$ cat config.mk
export PLATFORM = sky130hd
export DESIGN_NAME = uart_tx_buffered
export DESIGN_NICKNAME = d
export VERILOG_FILES = /design/src/rtl/uart_tx_buffered_pkg.sv /design/src/rtl/uart_tx_buffered_sync_fifo.sv /design/src/rtl/uart_tx_buffered.sv
export SDC_FILE = /design/constraint.sdc
export NUM_CORES = 1
export LEC_CHECK = 0
export BUFFER_PORTS_ARGS = -buffer_cell sky130_fd_sc_hd__buf_2
export CORE_ASPECT_RATIO = 1.1
export CORE_MARGIN = 8
export CORE_UTILIZATION = 60
export DETAILED_ROUTE_END_ITERATION = 8
export PLACE_DENSITY = 0.87
export SYNTH_ARGS = -nofsm -noshare
export SYNTH_HDL_FRONTEND = slang
export SYNTH_HIERARCHICAL = 1
export SYNTH_SLANG_ARGS = --single-unit
$ cat constraint.sdc
create_clock -name i_Clock -period 8.54 [get_ports i_Clock]
set_input_delay 0.427 -clock i_Clock [delete_from_list [all_inputs] [get_ports i_Clock]]
set_output_delay 0.427 -clock i_Clock [all_outputs]
set_load 0.05 [all_outputs]
$ cat src/rtl/uart_tx_buffered_pkg.sv
// -----------------------------------------------------------------------------
// uart_defs : shared definitions for the buffered UART transmitter.
//
// Contents
//   tx_state_e         transmitter FSM encoding (IDLE=0, START=1, DATA=2, STOP=3)
//   calc_clks_per_bit  clock cycles per serial bit (integer truncation)
//   calc_cnt_width     width of a counter that must hold 0..clks-1
// -----------------------------------------------------------------------------
package uart_defs;

   typedef enum logic [1:0] {
      IDLE  = 2'd0,
      START = 2'd1,
      DATA  = 2'd2,
      STOP  = 2'd3
   } tx_state_e;

   function automatic int calc_clks_per_bit(input int clock_frequency, input int baudrate);
      return clock_frequency / baudrate;
   endfunction

   // A counter of at least one bit, even when each bit lasts a single clock.
   function automatic int calc_cnt_width(input int clks);
      return (clks > 1) ? $clog2(clks) : 1;
   endfunction

endpackage

$ cat src/rtl/uart_tx_buffered_sync_fifo.sv
// -----------------------------------------------------------------------------
// sync_fifo : single-clock FIFO with registered status and registered read.
//
// Ports
//   clk_i       clock
//   rst_ni      asynchronous active-low reset (pointers, status, read register)
//   wr_en_i     write strobe; accepted only when not full at this edge
//   wr_data_i   data to enqueue
//   rd_en_i     pop strobe; accepted only when not empty at this edge
//   rd_data_o   head entry captured at the pop edge, held until the next pop
//   full_o      registered, level == DEPTH
//   empty_o     registered, level == 0
//   level_o     registered occupancy 0..DEPTH
//   overflow_o  sticky, set by a write attempted while full
// -----------------------------------------------------------------------------
module sync_fifo #(
   parameter int WIDTH = 8,
   parameter int DEPTH = 16
) (
   input  logic                     clk_i,
   input  logic                     rst_ni,
   input  logic                     wr_en_i,
   input  logic [WIDTH-1:0]         wr_data_i,
   input  logic                     rd_en_i,
   output logic [WIDTH-1:0]         rd_data_o,
   output logic                     full_o,
   output logic                     empty_o,
   output logic [$clog2(DEPTH):0]   level_o,
   output logic                     overflow_o
);

   localparam int AW = $clog2(DEPTH);
   localparam logic [AW:0] LVL_FULL = (AW+1)'(DEPTH);

   logic [WIDTH-1:0] mem_q [DEPTH];
   logic [WIDTH-1:0] rd_data_q;
   logic [AW-1:0]    wr_ptr_q, wr_ptr_d;
   logic [AW-1:0]    rd_ptr_q, rd_ptr_d;
   logic [AW:0]      level_q, level_d;
   logic             full_q, full_d;
   logic             empty_q, empty_d;
   logic             overflow_q, overflow_d;
   logic             wr_accept;
   logic             rd_accept;

   // Acceptance uses the registered flags, so a pop at the same edge never
   // frees space for a write that arrives while full.
   assign wr_accept = wr_en_i & ~full_q;
   assign rd_accept = rd_en_i & ~empty_q;

   always_comb begin
      wr_ptr_d   = wr_ptr_q;
      rd_ptr_d   = rd_ptr_q;
      level_d    = level_q;
      overflow_d = overflow_q | (wr_en_i & full_q);
      if (wr_accept) wr_ptr_d = wr_ptr_q + AW'(1);
      if (rd_accept) rd_ptr_d = rd_ptr_q + AW'(1);
      case ({wr_accept, rd_accept})
         2'b10:   level_d = level_q + (AW+1)'(1);
         2'b01:   level_d = level_q - (AW+1)'(1);
         default: level_d = level_q;
      endcase
      full_d  = (level_d == LVL_FULL);
      empty_d = (level_d == '0);
   end

   always_ff @(posedge clk_i or negedge rst_ni) begin
      if (!rst_ni) begin
         wr_ptr_q   <= '0;
         rd_ptr_q   <= '0;
         level_q    <= '0;
         full_q     <= 1'b0;
         empty_q    <= 1'b1;
         overflow_q <= 1'b0;
         rd_data_q  <= '0;
      end else begin
         wr_ptr_q   <= wr_ptr_d;
         rd_ptr_q   <= rd_ptr_d;
         level_q    <= level_d;
         full_q     <= full_d;
         empty_q    <= empty_d;
         overflow_q <= overflow_d;
         if (rd_accept) rd_data_q <= mem_q[rd_ptr_q];
      end
   end

   // Storage has no reset so it maps onto block RAM; resetting the pointers
   // is what discards the contents.
   always_ff @(posedge clk_i) begin
      if (wr_accept) mem_q[wr_ptr_q] <= wr_data_i;
   end

   assign rd_data_o  = rd_data_q;
   assign full_o     = full_q;
   assign empty_o    = empty_q;
   assign level_o    = level_q;
   assign overflow_o = overflow_q;

endmodule

$ cat src/rtl/uart_tx_buffered.sv
// -----------------------------------------------------------------------------
// uart_tx_buffered : FIFO-buffered 8N1 UART transmitter, LSB first.
//
// Producers write bytes at clock rate; the FSM drains the FIFO one frame at a
// time with exactly one idle-high cycle between consecutive frames.
//
// Ports
//   i_Clock      system clock
//   i_Rst_n      asynchronous active-low reset (aborts any frame, empties FIFO)
//   i_Wr_En      write strobe, one byte per cycle
//   i_Wr_Byte    byte to enqueue
//   o_Full       FIFO holds FIFO_DEPTH entries
//   o_Empty      FIFO holds no entries
//   o_Level      FIFO occupancy
//   o_Overflow   sticky: a write was dropped because the FIFO was full
//   o_Tx_Serial  UART line, idle high, driven from a register
//   o_Tx_Active  high while a frame (start/data/stop) is in progress
//   o_Tx_Done    one-cycle pulse on the last cycle of the stop bit
// -----------------------------------------------------------------------------
module uart_tx_buffered #(
   parameter int CLOCK_FREQUENCY = 48000000,
   parameter int BAUDRATE        = 921600,
   parameter int FIFO_DEPTH      = 16
) (
   input  logic                        i_Clock,
   input  logic                        i_Rst_n,
   input  logic                        i_Wr_En,
   input  logic [7:0]                  i_Wr_Byte,
   output logic                        o_Full,
   output logic                        o_Empty,
   output logic [$clog2(FIFO_DEPTH):0] o_Level,
   output logic                        o_Overflow,
   output logic                        o_Tx_Serial,
   output logic                        o_Tx_Active,
   output logic                        o_Tx_Done
);

   import uart_defs::*;

   localparam int CLKS_PER_BIT = calc_clks_per_bit(CLOCK_FREQUENCY, BAUDRATE);
   localparam int CNT_W        = calc_cnt_width(CLKS_PER_BIT);
   localparam logic [CNT_W-1:0] CNT_LAST = CNT_W'(CLKS_PER_BIT - 1);

   tx_state_e        state_q, state_d;
   logic [CNT_W-1:0] cnt_q, cnt_d;
   logic [2:0]       idx_q, idx_d;
   logic             serial_q, serial_d;
   logic             pop;
   logic             fifo_empty;
   logic [7:0]       shift_data;

   // The FIFO's read register doubles as the frame shift register: it is
   // loaded at the pop edge and stays put until the next pop, which can only
   // happen after this frame returns to IDLE.
   sync_fifo #(
      .WIDTH (8),
      .DEPTH (FIFO_DEPTH)
   ) u_fifo (
      .clk_i      (i_Clock),
      .rst_ni     (i_Rst_n),
      .wr_en_i    (i_Wr_En),
      .wr_data_i  (i_Wr_Byte),
      .rd_en_i    (pop),
      .rd_data_o  (shift_data),
      .full_o     (o_Full),
      .empty_o    (fifo_empty),
      .level_o    (o_Level),
      .overflow_o (o_Overflow)
   );

   always_comb begin
      state_d = state_q;
      cnt_d   = cnt_q;
      idx_d   = idx_q;
      pop     = 1'b0;
      case (state_q)
         IDLE: begin
            if (!fifo_empty) begin
               pop     = 1'b1;
               state_d = START;
               cnt_d   = '0;
            end
         end
         START: begin
            if (cnt_q == CNT_LAST) begin
               cnt_d   = '0;
               idx_d   = 3'd0;
               state_d = DATA;
            end else begin
               cnt_d = cnt_q + CNT_W'(1);
            end
         end
         DATA: begin
            if (cnt_q == CNT_LAST) begin
               cnt_d = '0;
               if (idx_q == 3'd7) state_d = STOP;
               else               idx_d   = idx_q + 3'd1;
            end else begin
               cnt_d = cnt_q + CNT_W'(1);
            end
         end
         STOP: begin
            if (cnt_q == CNT_LAST) begin
               cnt_d   = '0;
               state_d = IDLE;
            end else begin
               cnt_d = cnt_q + CNT_W'(1);
            end
         end
         default: state_d = IDLE;
      endcase

      // Line level is decoded from the next state so the registered output
      // changes on the same edge as the state it belongs to.
      case (state_d)
         START:   serial_d = 1'b0;
         DATA:    serial_d = shift_data[idx_d];
         default: serial_d = 1'b1;
      endcase
   end

   always_ff @(posedge i_Clock or negedge i_Rst_n) begin
      if (!i_Rst_n) begin
         state_q  <= IDLE;
         cnt_q    <= '0;
         idx_q    <= 3'd0;
         serial_q <= 1'b1;
      end else begin
         state_q  <= state_d;
         cnt_q    <= cnt_d;
         idx_q    <= idx_d;
         serial_q <= serial_d;
      end
   end

   assign o_Tx_Serial = serial_q;
   assign o_Empty     = fifo_empty;
   assign o_Tx_Active = (state_q != IDLE);
   assign o_Tx_Done   = (state_q == STOP) && (cnt_q == CNT_LAST);

endmodule

**Word level (Yosys, flattened, before mapping)**

Memory sizes are Yosys's and may differ from the RTL's. A register that Yosys moved wholly into a read port is not among the register bits.
Cells that the tools add are included.

- Memories kept: 1
- Memory bits (writable): 128
- Output and inout bits: 11
- ROM bits: 0
- Bits in registers: 28
- Bits in latches: 0
- Input bits: 11

- Divide/modulo/power cells: 0
- Shift operators: 0
- $add $sub $neg: 6
- Bitwise operators: 6
- Equal/unequal tests: 11
- Muxes and demuxes: 21
- Multiply operators: 0
- Reductions and logical operators: 6
- Magnitude comparators: 1

Memory list:

| name | depth | bits a word | rd ports | clocked after memory_dff | write ports | RTL line | source |
|---|---|---|---|---|---|---|---|
| u_fifo.mem_q | 16 | 8 | 1 | 1 | 1 | uart_tx_buffered_sync_fifo.sv:35 | `logic [WIDTH-1:0] mem_q [DEPTH];` |

Operator list:

| kind | number |
|---|---|
| 6-bit 2-to-1 mux | 2 |
| 6-bit one-hot mux with 2 select lines | 1 |
| 2-bit 2-to-1 mux | 5 |
| 5-bit one-hot mux with 2 select lines | 1 |
| 3-bit 2-to-1 mux | 3 |
| 4-bit by 1-bit adder with 4-bit output (second input constant) | 2 |
| 2-bit == test (second input constant) | 4 |
| 2-bit one-hot mux with 4 select lines | 1 |
| 6-bit by 1-bit adder with 6-bit output (second input constant) | 1 |
| 2-bit by 1-bit == test with 1-bit output (second input constant) | 3 |
| 6-bit == test (second input constant) | 1 |
| 3-bit one-hot mux with 2 select lines | 1 |
| 5-bit by 1-bit adder with 5-bit output (second input constant) | 1 |
| 5-bit == test (second input constant) | 1 |
| 5-bit logical NOT | 1 |
| 1-bit 2-to-1 mux | 5 |
| 5-bit by 1-bit subtractor with 5-bit output (second input constant) | 1 |
| 3-bit by 4-bit < comparator with 1-bit output (second input constant) | 1 |
| 3-bit by 1-bit adder with 3-bit output (second input constant) | 1 |
| 1-bit AND | 3 |
| 1-bit binary-select mux with 3-bit select | 1 |
| 3-bit == test (second input constant) | 1 |
| 3-bit OR reduction | 1 |
| 2-bit logical NOT | 1 |
| 7 further kinds | 8 |

**Longest topological paths before layout**

- Depth in word-level cells: 7
- Mapped depth: 14
- Gate-level depth less buffers: 14

**Hierarchy**

Netlist, hierarchy kept.

By module, submodules not included:

| module | cells each | seq. area each (um^2) | instances | area an instance (um^2) |
|---|---|---|---|---|
| sync_fifo | 321 | 4445.5 | 1 | 6164.7 |
| uart_tx_buffered | 95 | 301.5 | 1 | 873.3 |

**Worst setup path after synthesis**

No wires, ideal clock.

- Path kind: reg2reg
- Start: register state_q[0]
- End: register u_fifo.empty_q, in the netlist u_fifo/empty_o
- Path buffers: 0
- Setup time: 0.063 ns
- Stages on the path, launching flop included: 15
- Setup slack: 5.450 ns
- Data arrival time: 3.027 ns
- Period minus slack after synthesis: 3.090 ns
- Cells stage by stage: dfrtp_1 -> inv_1 -> ha_1 -> inv_1 -> nor2_1 -> nand2b_4 -> inv_2 -> nand2_1 -> xnor2_1 -> ha_1 -> a21oi_2 -> or3_4 -> a2111o_1 -> a31o_1 -> and4bb_1

- Cells in the longest elaborated chain, start to end: 6
- Elaborated cells between the ends (all ways): 7

Ends and longest elaborated chain:

| item | RTL line | source |
|---|---|---|
| from (decl) | uart_tx_buffered.sv:44 | `tx_state_e state_q, state_d;` |
| from (signal assigned) | uart_tx_buffered.sv:129 | `state_q <= state_d;` |
| 2-bit logical NOT (*) | uart_tx_buffered.sv:76 | `case (state_q)` |
| 1-bit 2-to-1 mux (*) | uart_tx_buffered.sv:76 |  |
| via pop | uart_tx_buffered.sv:48 | `logic pop;` |
| 1-bit AND (*) | uart_tx_buffered_sync_fifo.sv:49 | `assign rd_accept = rd_en_i & ~empty_q;` |
| 2-bit by 1-bit == test with 1-bit output / 2-bit == test (equally long branches) | uart_tx_buffered_sync_fifo.sv:58 | `case ({wr_accept, rd_accept})` |
| 5-bit one-hot mux with 2 select lines (*) | uart_tx_buffered_sync_fifo.sv:58 |  |
| 5-bit logical NOT (*) | uart_tx_buffered_sync_fifo.sv:64 | `empty_d = (level_d == '0);` |
| via u_fifo.empty_d | uart_tx_buffered_sync_fifo.sv:41 | `logic empty_q, empty_d;` |
| to (signal assigned) | uart_tx_buffered_sync_fifo.sv:81 | `empty_q <= empty_d;` |
| to (decl) | uart_tx_buffered_sync_fifo.sv:41 |  |

The timed path passes the listed nets; every way through them passes the cells marked *.
A chain may end at the register's enable or synchronous reset.

**Worst setup path after layout**

- Start: register state_q[1]
- End: register u_fifo.empty_q, in the netlist u_fifo/empty_o

Same word-level chain as after synthesis.

==> results.cfg <==
[cts]
cts_tree = built
clock_latency_ps = 420
cts_resized = 0
clockBufferDepth = 2
cts_root_buffer = clkbuf_16
clock_sinks = 164
path_clk_slew_ps = 70
holdBufCountCts = 0
cts.htree.levels = 4
numCtsBuffers = 17
cts_setup_buffers = 0

[yosys]
ys_ff_latch = 164
synthArstFlopShare_pct = 21.95
yosys-top-cells-area = edfxtp_1 (55%), dfrtp_1 (12%), mux4_2 (10%), ha_1 (2.3%), and2_1 (1.6%)
synth_edf_count = 128
yosysUniqueCellTypes = 64
ys_seq_area_share_pct = 67.45
synth_top_area_cell = edfxtp_1
synth_ff_type = edfxtp_1
syn_avg_cell_area_um2 = 16.92
syn_area_um2 = 7038
syn_nets = 440
synth_top_area_share_pct = 54.61
yosysWarnings = 6
syn_inst = 416

[pwr]
peakVddDrop_v = 0.0001988
power_per_cell_area_nw_per_um2 = 367.3
power_mw = 2.889
p_leak_nw = 2.823

[floorplanning]
num_io_pins = 22
die_y_um = 129.6
coreArea_um2 = 11440
die_area_um2 = 15460
num_rows = 41
die_x_um = 119.3
start_util_pct = 61.52

[sta]
rsz0062_at_grt = no
fin_crit_ps = 3702
skew_ps = 10.51
slew_headroom_pct = 36.72
hold_violations = 0
clock.fmax_mhz = 270.2
period_share_pct = 43.34
maxSlewViolCount = 0
setup-tns-final_ps = 0
worst_slew_pin_slew_ps = 949.2
setup_viol = 0

[global_route]
first_global_vias = 3963
grt_max_degree = 37
overflow = 0
grt_use_total_pct = 18.35
grt_pass1_wl_um = 21320
antenna_found_initial = 0

[critical_path]
critical_path_required_ps = 8890
cp-start-kind = register
path_max_fanout = 24
slowest_delay_ps = 430
crit_slowest_cell = dfrtp_1
r2r_start = state_q[1]$_DFF_PN0_
r2r_cells = 14
arrival_ps = 4050
end_kind = register
critPathBufInv = 3
crit_type = reg -> reg
critPathTopFamily = simple AND/OR/NAND/NOR gates
reg2reg_slack_ps = 4840
path_cells = inv_1 > ha_1 > inv_1 > nor2_1 > nand2b_4 > inv_2 > nand2_1 > xnor2_1 > ha_1 > a21oi_2 > or3_4 > a2111o_1 > a31o_1 > and4bb_1
r2r_end = u_fifo/empty_o$_DFF_PN1_

[run_status]
status = finished, final reports clean

[final_layout]
final_nets = 462
antenna_cells = 0
drive_gt1_share_pct = 25.06
fin_util_pct = 68.75
nFillCells = 710
multiInputGateArea_um2 = 2146
area_growth_pct = 11.75
regArea_um2 = 4748

[job]
cap_viol_max_count = 0

[placed_design]
gp_congestion = 0.8316
hpwl_um = 8664
numPortBuffers = 21

[route]
drtPass1Iterations = 5
vias_per_cell = 6.275
ant_nets = 0
drt_iter0_drc = 241
wl_um = 13340
vias = 3771
wire_per_inst_um = 22.20
drc_errors = 0

[min_path]
holdCritPathClass = in -> async
==> per-stage QoR <==
step	hold slack, ps	instances	worst slack, ps	cell area [um^2]
floorplan	131.4	416	5450	7038
global placement	438.1	569	5191	7247
detailed placement	450.8	569	4968	7247
CTS	114.9	601	4880	7865
global route	144.6	601	4587	7865
finish	98.29	601	4838	7865
==> worst max path at each step <==
| stage | startpoint | to | slack (ps) | cells past startpoint |
|---|---|---|---|---|
| after floorplan | state_q[0]$_DFF_PN0_ | u_fifo/empty_o$_DFF_PN1_ | 5450 | 14 |
| final | state_q[1]$_DFF_PN0_ | u_fifo/empty_o$_DFF_PN1_ | 4840 | 14 |
| after global routing | state_q[1]$_DFF_PN0_ | u_fifo/empty_o$_DFF_PN1_ | 4590 | 14 |
| after CTS | state_q[1]$_DFF_PN0_ | u_fifo/empty_o$_DFF_PN1_ | 4880 | 14 |
| after global placement | state_q[1]$_DFF_PN0_ | u_fifo/empty_o$_DFF_PN1_ | 5190 | 14 |
| after detailed placement | state_q[1]$_DFF_PN0_ | u_fifo/empty_o$_DFF_PN1_ | 4970 | 14 |
==> cell type report <==
class | count | share of cell area [%]
well taps | 150 | 2.386
inverters | 12 | 0.5727
multi-input cells | 220 | 27.28
clock inverters | 15 | 2.450
flip-flops and latches | 164 | 60.37
repair buffers | 23 | 1.527
clock buffers | 17 | 5.409
==> cell families (layout without fill, tap and decap cells) <==
| family | Yosys count | after routing | synth area share, % |
|---|---|---|---|
| DFF | 164 | 164 | 67.45 |
| and+or+nand+nor | 89 | 89 | 7.058 |
| xor gates and xnor gates | 11 | 11 | 1.369 |
| AOI/OAI and AO/OA | 54 | 54 | 6.311 |
| muxes | 53 | 53 | 13.44 |
| adders and majority gates | 13 | 13 | 2.311 |
| buffers and inverters | 32 | 67 | 2.062 |
==> Yosys cell counts (3+ instances only) <==
cell,instances
nand4_1,3
a221o_1,8
xnor2_1,9
mux2i_1,9
and3_1,3
nand2_1,24
ha_1,13
clkbuf_1,8
edfxtp_1,128
and2_1,18
nand3_1,3
o31ai_1,3
nand3b_1,5
nor2_1,9
a211oi_1,3
buf_1,3
buf_2,4
inv_1,10
dfrtp_1,34
mux4_2,32
buf_4,3
a31oi_1,3
o21ai_0,10
mux2_2,10
nor3_1,10
==> where the power goes <==
part           switching, mW  internal, mW
clock network          0.319         0.469
logic                  0.558         0.421
registers              0.116          1.01
total                  0.992          1.90
==> cell usage in the layout (no fill, tap or decap), drive strengths merged, types with 12 or more instances in the layout <==
| master | n |
|---|---|
| and2 | 18 |
| buf | 23 |
| clkbuf | 17 |
| dfrtp | 34 |
| edfxtp | 128 |
| ha | 13 |
| inv | 20 |
| mux2 | 12 |
| mux4 | 32 |
| nand2 | 24 |
| o21ai | 12 |
==> flip-flops by register name, summed over array words and instances, names as in the netlist <==
name	flops
cnt_q	6
idx_q	3
o_Tx_Serial	1
state_q	2
u_fifo/empty_o	1
u_fifo/full_o	1
u_fifo/level_o	5
u_fifo/mem_q	128
u_fifo/overflow_o	1
u_fifo/rd_data_o	8
u_fifo/rd_ptr_q	4
u_fifo/wr_ptr_q	4
==> per-layer routing <==
| layer | vias to the layer above | track usage, % | routed length [um] |
|---|---|---|---|
| li1 | 1684 | - | - |
| met1 | 1933 | 20.71 | 5363 |
| met2 | 135 | 33.11 | 7227 |
| met3 | 19 | 4.045 | 559 |
| met4 | 0 | 7.669 | 190 |
| met5 | - | 0 | 0 |
Note: power is estimated with default switching activity, not from simulation.
